$ cat config.mk
export PLATFORM = sky130hd
export DESIGN_NAME = rglib_rotate_pipe
export DESIGN_NICKNAME = d
export VERILOG_FILES = /design/src/rtl/rglib_rotate_pipe.sv
export SDC_FILE = /design/constraint.sdc
export NUM_CORES = 1
export LEC_CHECK = 0
export CAP_MARGIN = 20
export CORE_MARGIN = 2
export CORE_UTILIZATION = 30
export CTS_BUF_LIST = sky130_fd_sc_hd__clkbuf_8 sky130_fd_sc_hd__clkbuf_16
export CTS_CLUSTER_DIAMETER = 120
export DETAILED_ROUTE_END_ITERATION = 7
export PLACE_DENSITY_LB_ADDON = 0.15
export SYNTH_ARGS = -nofsm -noshare
export SYNTH_HDL_FRONTEND = slang
export SYNTH_SLANG_ARGS = --single-unit
$ cat constraint.sdc
create_clock -name clk -period 1.1 [get_ports clk]
set_input_delay 0.33 -clock clk [delete_from_list [all_inputs] [get_ports clk]]
set_output_delay 0.33 -clock clk [all_outputs]
set_load 0.05 [all_outputs]
$ cat src/rtl/rglib_rotate_pipe.sv
// Two-stage pipelined barrel rotator with valid/ready handshakes on both sides.
// Stage 1 applies the coarse (high) part of the rotate amount, stage 2 the fine (low) part.
`timescale 1ns/1ps

module rglib_rotate_pipe #(
   parameter int DATA_W = 8,
   parameter int SH_W   = $clog2(DATA_W),
   parameter int SPLIT  = SH_W / 2
) (
   input  logic              clk,
   input  logic              rst_n,
   input  logic              s_valid,
   output logic              s_ready,
   input  logic [DATA_W-1:0] s_data,
   input  logic [SH_W-1:0]   s_shift,
   input  logic              s_dir,
   output logic              m_valid,
   input  logic              m_ready,
   output logic [DATA_W-1:0] m_data
);

   generate
      if (DATA_W < 2 || (DATA_W & (DATA_W - 1)) != 0) begin : g_bad_width
         $error("rglib_rotate_pipe: DATA_W must be a power of two >= 2");
      end
      if (SH_W != $clog2(DATA_W)) begin : g_bad_shw
         $error("rglib_rotate_pipe: SH_W is derived from DATA_W and must not be overridden");
      end
      if (SPLIT < 0 || SPLIT > SH_W) begin : g_bad_split
         $error("rglib_rotate_pipe: SPLIT must lie in 0..SH_W");
      end
   endgenerate

   // A zero SPLIT still keeps a one-bit lo1 register, masked to zero.
   localparam int              LO_W    = (SPLIT > 0) ? SPLIT : 1;
   localparam logic [SH_W-1:0] LO_MASK = SH_W'((1 << SPLIT) - 1);

   function automatic logic [DATA_W-1:0] rotl(input logic [DATA_W-1:0] d,
                                              input logic [SH_W-1:0]   a);
      logic [2*DATA_W-1:0] wide;
      wide = {d, d} << a;
      return wide[2*DATA_W-1:DATA_W];
   endfunction

   logic              v1;
   logic              v2;
   logic [DATA_W-1:0] d1;
   logic [LO_W-1:0]   lo1;
   logic              adv1;
   logic              adv2;
   logic [SH_W-1:0]   amt;
   logic [SH_W-1:0]   hi_amt;
   logic [LO_W-1:0]   lo_amt;

   // A right rotate by n is a left rotate by (DATA_W - n) mod DATA_W; the mod is free in SH_W bits.
   always_comb begin
      amt    = s_dir ? ({SH_W{1'b0}} - s_shift) : s_shift;
      hi_amt = amt & ~LO_MASK;
      lo_amt = LO_W'(amt & LO_MASK);
   end

   assign adv2    = !v2 || m_ready;
   assign adv1    = !v1 || adv2;
   assign s_ready = adv1;
   assign m_valid = v2;

   always_ff @(posedge clk or negedge rst_n) begin
      if (!rst_n) begin
         v1     <= 1'b0;
         v2     <= 1'b0;
         d1     <= '0;
         lo1    <= '0;
         m_data <= '0;
      end else begin
         if (adv2) begin
            v2 <= v1;
            if (v1) begin
               m_data <= rotl(d1, SH_W'(lo1));
            end
         end
         if (adv1) begin
            v1 <= s_valid;
            if (s_valid) begin
               d1  <= rotl(s_data, hi_amt);
               lo1 <= lo_amt;
            end
         end
      end
   end

endmodule

==> results by group <==
Setup path
  • Slowest CP cell: dfrtp_2
  • Worst Path Max Fanout: 2
  • RR Startpoint: m_valid
  • Worst reg2reg setup slack: -0.19 ns
  • Critical Path AT: between 1 and 1.5 ns
  • Data required, critical path: 0.77 ns
  • Worst-path cell chain: nand3b_1 > buf_4 > buf_12
  • Reg-to-Reg End: d1[2]
  • Worst reg-to-reg path cell count: 5
  • Crit. End Element: output pin
  • Crit start category: flop
  • Crit-path max cell delay: 0.40 ns
  • Setup CP Type: flop to output pin

Routing
  • Total Wirelength: 2450 um
  • DR pass1 iterations: 4
  • Antenna-violating nets left: 0
  • DRC: 0
  • Routed length per instance: approximately 14 um
  • Mean number of vias per cell: 4.89
  • Iter 0 DRT Violations: 13
  • Via count: 865

STA
  • Fmax achieved: about 740 MHz
  • Worst Max-Slew Pin Slew: 0.229 ns
  • Final setup skew: 0.00184 ns
  • Final Cycle Share: 122%
  • Final Hold Fails: 0
  • RSZ-0062 raised after global routing: yes
  • Setup WS post-layout: -0.245 ns
  • Endpoints failing setup: 18
  • Slew Viols, Final: 0
  • Tmin final: 1.34 ns
  • Fin Hold WS: 0.336 ns
  • Relative slew slack: 84.7%

Logic synthesis
  • Synthesis Warnings: 0
  • Mapped Cells: 87
  • Post-synth cell types: 17
  • Register area share after synthesis: between 50% and 60%
  • Syn Area/Cell: approximately 11 um2
  • Post-Synthesis Cell Area: 945 um2
  • Post-Syn Nets: 104
  • Synth Register Bits: 19

GRT
  • Number of global-route vias before repair: 854
  • Met1 usage: 18.6%
  • First-pass GRT wire length: 3840 um
  • Global-route met2 utilization: between 20% and 30%
  • Total GRT Usage: 14.3%
  • GR Util met3: 1.52%
  • Initial antenna violation count: 0
  • Largest net degree at the start of global routing: 20
  • GR peak layer: met2
  • Grt ovf: 0

Die
  • Rows: 20
  • Starting Density: approximately 31%
  • Die Ht: 60.1 um
  • Die area: 3610 um2
  • Die width: 60.1 um
  • Core area: 3030 um2
  • I/O pin count: 26

CTS
  • Total CTS buffers: 3
  • Clk_lat worst skew: 0.25 ns
  • Clk slew on worst S/H paths: 0.07 ns
  • Clock Tree Buf Depth: 2
  • CTS H-Tree Depth: 1
  • Root Buffer: clkbuf_8
  • TritonCTS Sinks: 19
  • TritonCTS clock tree: built
  • Cts-stage hold buffer count: 0

Placed design
  • DP Cell Count: 162
  • Port bufs: 25
  • Gpl congestion: ~0.73
  • Post-DP HPWL: between 1500 and 2000 um
  • Worst Setup Slack post-DPL: -1.01 ns

Hold path
  • Sink of the worst hold path: lo1
  • Min-delay src: s_shift[0]
  • Worst hold path type: primary input to flop
  • Cell count of the worst hold path: 3

Job
  • Max cap viols: 0

Layout
  • Ant diodes: 0
  • Share of cells above drive strength 1: 47.4%
  • P&R area growth vs syn: 89.0%
  • Multi-input logic area: 639 um2
  • FF+latch area: about 480 um2
  • Most frequent cells in the layout: 18 x dfrtp_1, 17 x nand2_1, 14 x buf_4
  • Commonest non-fill, non-tap cell in the layout: dfrtp_1
  • FILL cells: 260
  • Final net count: 151
  • Fin cells: 177

Run status
  • Violated checks: negative setup slack
  • Status: complete, but fails checks

Pwr
  • IR Drop Worst-Case VDD: ~0.7 mV
  • PD cells: 1660 nW/um2
  • Leakage: 0.747 nW
==> routing by layer <==
layer	vias up	part of all wire (%)	routed length, um
met4	0	1.6	38
met2	23	53	1290
met3	2	4.3	105
met1	430	41	1010
li1	410	-	-
met5	-	0	0
==> cell usage after synthesis <==
cell	n	area, um2
buf_6	1	11.3
ha_1	1	12.5
nand3_1	1	5.00
buf_4	1	7.51
and2b_1	1	7.51
mux2i_4	1	22.5
or2_1	1	6.26
nand2_1	19	71.3
dfrtp_1	19	475
clkbuf_1	2	7.51
o21ai_0	9	45.0
o221ai_1	8	70.1
mux2i_1	16	160
nand2b_1	3	18.8
xnor2_1	1	8.76
nand3b_1	1	7.51
inv_1	2	7.51
==> through the flow <==
step	setup TNS [ns]	instance area (um2)	total power [mW]	util, %
final	-2.39	1790	2.97	59.0
after global routing	-3.08	1790	3.12	59.0
after CTS	-2.34	1700	2.88	56.0
after detailed placement	-11.56	1480	2.28	48.8
after global placement	-10.98	1480	2.26	48.8
after floorplan	-6.15	995	1.63	-
==> worst max-delay path, delay by kind of cell, from the launching register on <==
| kind | cells | cell delay (ns) |
|---|---|---|
| flip-flops | 1 | 0.40 |
| AND/OR/NAND/NOR | 1 | 0.11 |
| buffers and inverters | 2 | 0.25 |
==> how the worst max path moves through the flow <==
| stage | from | end | slack, ns | depth (start not counted) |
|---|---|---|---|---|
| after floorplan | m_valid | d1[0] | -0.62 | 5 |
| after global placement | s_shift[0] | d1[2] | -0.94 | 7 |
| after detailed placement | s_shift[1] | d1[2] | -1.01 | 7 |
| after CTS | m_valid | s_ready | -0.25 | 3 |
| after global routing | m_valid | s_ready | -0.30 | 3 |
| final | m_valid | s_ready | -0.24 | 3 |
==> where the power goes <==
group	switching, mW	internal [mW]	total [mW]	leakage (nW)
clock	0.218	0.247	0.466	0.0269
sequential	0.157	0.859	1.02	0.232
combinational	0.700	0.791	1.49	0.488
==> area by class of cell <==
cell class / count / share of cell area (%)
Timing Repair Buffer: 45 / 31.2
Tap cell: 44 / 3.08
Sequential cell: 19 / 26.7
Multi-Input combinational cell: 63 / 35.8
Clock buffer: 3 / 2.31
Clock inverter: 1 / 0.210
Inverter: 2 / 0.701
==> sequential cells by signal, summed over array words and instances (netlist names) <==
name and flops:
v1 1, lo1 1, m_data 8, m_valid 1
d1 8
==> what timing repair did <==
action	4_1_cts	5_1_grt
resized for setup	39	11
cloned	0	2
setup buffers	5	4
pin swaps	12	8
setup endpoints to repair	27	27
==> cells by family after synthesis <==
kind of cell,after synthesis,synth area share [%]
AO/OA/AOI/OAI,17,12.2
AND/OR/NAND/NOR,26,12.3
XOR/XNOR,1,0.927
multiplexers,17,19.3
adder cells (fa/ha/maj),1,1.32
flip-flops,19,50.3
buffers and inverters,6,3.58
No activity file was read; power rests on OpenSTA's default activity.
==> RTL change, RTL diff (same flow settings) <==
Change the parameter `DATA_W` from 8 to 4.
--- a/src/rtl/rglib_rotate_pipe.sv
+++ b/src/rtl/rglib_rotate_pipe.sv
@@ -5,3 +5,3 @@
 module rglib_rotate_pipe #(
-   parameter int DATA_W = 8,
+   parameter int DATA_W = 4,
    parameter int SH_W   = $clog2(DATA_W),
Interface: changed (resized m_data, s_data and s_shift); port bits go from 26 to 17. The function was not compared with the original's and may differ.
==> RTL change against the original RTL <==
- the run still ends with negative setup slack left
- largest cell class unchanged
- maximum frequency up 6.6%
- sequential cell count down 8
- via count down 42%
- total power down 46%
- routed wire length down 47%
- worst hold slack better by 56 ps
- critical endpoint is now m_valid
- highest routed layer unchanged
- synthesized cell count down 40%
- cell area down 44%
- sequential power down 44%
- worst setup slack better by 83 ps
- utilization down 2.2 points
- synthesized area down 40%
- global-route usage down 2.8 points
- die area down 38%
==> RTL change: results (changes against the original RTL) <==
\begin{tabular}{lr}
\hline
Metric & Value \\
\hline
\multicolumn{2}{l}{\textbf{Run status}} \\
\quad Result of the run & complete, but fails checks (unchanged) \\
\quad Violations in the final reports & negative setup slack (unchanged) \\
\multicolumn{2}{l}{\textbf{Timing}} \\
\quad Final worst-path setup slack & -161 ps (was -245 ps) \\
\quad Final setup violating endpoints & 9 (was 18) \\
\quad Sum Neg Setup Slack & -523 ps (was -2390 ps) \\
\multicolumn{2}{l}{\textbf{Drt}} \\
\quad Routed wirelength normalized by instance count & 12.4 um (was 13.8 um) \\
\quad Sum of met2 wire segment lengths after detailed routing & 655 um (was 1.29 mm) \\
\quad Met3 wire length & 61 um (was 105 um) \\
\quad Routed via count divided by cell count & 4.86 (was 4.89) \\
\quad Wire length the detailed router placed on met1 & 533 um (was 1.01 mm) \\
\quad Total via count after detailed routing & 505 (was 865) \\
\quad Pre-antenna DRT Iters & 3 (was 4) \\
\multicolumn{2}{l}{\textbf{Yosys}} \\
\quad Sequential cell area fraction in the yosys report & 48.6\% (was 50.3\%) \\
\quad Synthesized net count & 63 (was 104) \\
\quad Leading post-synthesis cells by instance count & sky130\_fd\_sc\_hd\_\_dfrtp\_1, sky130\_fd\_sc\_hd\_\_a21oi\_1, sky130\_fd\_sc\_hd\_\_a31oi\_1 (was sky130\_fd\_sc\_hd\_\_dfrtp\_1, sky130\_fd\_sc\_hd\_\_nand2\_1, sky130\_fd\_sc\_hd\_\_mux2i\_1) \\
\quad Synthesized instance count & 52 (was 87) \\
\quad Distinct cells, synth & 18 (was 17) \\
\multicolumn{2}{l}{\textbf{Global route}} \\
\quad Number of global-route vias before repair & 412 (was 854) \\
\quad Global routing met1 resource utilization & 11.5\% (was 18.6\%) \\
\quad Wire length of the first global-routing pass & 1.68 mm (was 3.84 mm) \\
\quad Global router's overall resource usage & 11.5\% (was 14.3\%) \\
\quad Maximum number of pins on one net before global-route repair & 12 (was 20) \\
\multicolumn{2}{l}{\textbf{Placed design}} \\
\quad Setup slack at placement & -477 ps (was -1010 ps) \\
\quad Cell total after placement & 98 (was 162) \\
\quad HPWL after detailed placement & 861 um (was 1.61 mm) \\
\quad Area post-placement & 856 sq um (was 1480 sq um) \\
\multicolumn{2}{l}{\textbf{Worst setup path}} \\
\quad Maximum net fanout on the critical path & 3 (was 2) \\
\multicolumn{2}{l}{\textbf{Layout}} \\
\quad Post-route cell area & 991 sq um (was 1790 sq um) \\
\quad Number of fill cells in the layout & 161 (was 260) \\
\quad Nets & 91 (was 151) \\
\multicolumn{2}{l}{\textbf{Power and ir drop}} \\
\quad Largest vdd supply drop & 0.627 mV (was 0.695 mV) \\
\quad Lkg Pwr & 0.420 nW (was 0.747 nW) \\
\multicolumn{2}{l}{\textbf{Worst hold path}} \\
\quad Worst hold path type & in -> async (was in -> reg) \\
\multicolumn{2}{l}{\textbf{Clock tree}} \\
\quad CTS clk-pin slew, worst paths & 50 ps (was 70 ps) \\
\hline
\end{tabular}
[RTL change: cell types whose count changed after synthesis, moves of 2 or more]
cell                       before  now
sky130_fd_sc_hd__o21ai_0        9    4
sky130_fd_sc_hd__inv_1          2    0
sky130_fd_sc_hd__o221ai_1       8    0
sky130_fd_sc_hd__a31oi_1        0    8
sky130_fd_sc_hd__clkbuf_1       2    0
sky130_fd_sc_hd__mux2i_1       16    4
sky130_fd_sc_hd__nand2_1       19    0
sky130_fd_sc_hd__nand3_1        1    4
sky130_fd_sc_hd__a21oi_1        0    8
sky130_fd_sc_hd__dfrtp_1       19   11
[RTL change: report_power, final]
group	total, mW	internal (mW)	switching, mW
Sequential	0.570	0.481	0.0895
Clock	0.393	0.245	0.148
Combinational	0.656	0.347	0.309
Total	1.62	1.07	0.547
[RTL change: path summary, 6_finish.rpt]
path	startpoint	to	slack, ps
min reg2reg	d1[3]	d1[3]	590
max reg2reg	m_valid	lo1	-90
min	rst_n	d1[2]	390
max in group asynchronous	rst_n	m_valid	550
max	m_valid	m_valid	-160
min in group clk	d1[3]	d1[3]	590
[RTL change: cells by family (layout without fill, tap and decap cells)]
kind of cell    count (synthesis)  after routing  share of synthesized area (%)
buf+inv                         3             30                           4.19
flops                          11             11                           48.6
simple gates                   11             11                           15.0
compound gates                 22             22                           22.5
mux                             5              5                           9.71
[RTL change: final cells by class]
type	instances	share of cell area, %
clock inverters	1	0.379
multi-input cells	38	33.6
flip-flops and latches	11	27.9
well taps	25	3.16
repair buffers	26	30.8
clock buffers	3	4.17
[RTL change: repair_timing]
item	CTS	global route
endpoints found under the setup margin	16	12
resized for setup	11	11
pin swaps	2	3
setup buffers	2	0
cloned	0	0
[RTL change: worst max-delay path: cells and delay by family (launching register included)]
family,cells,cell delay (ps)
DFF,1,430
buffers and inverters,2,260
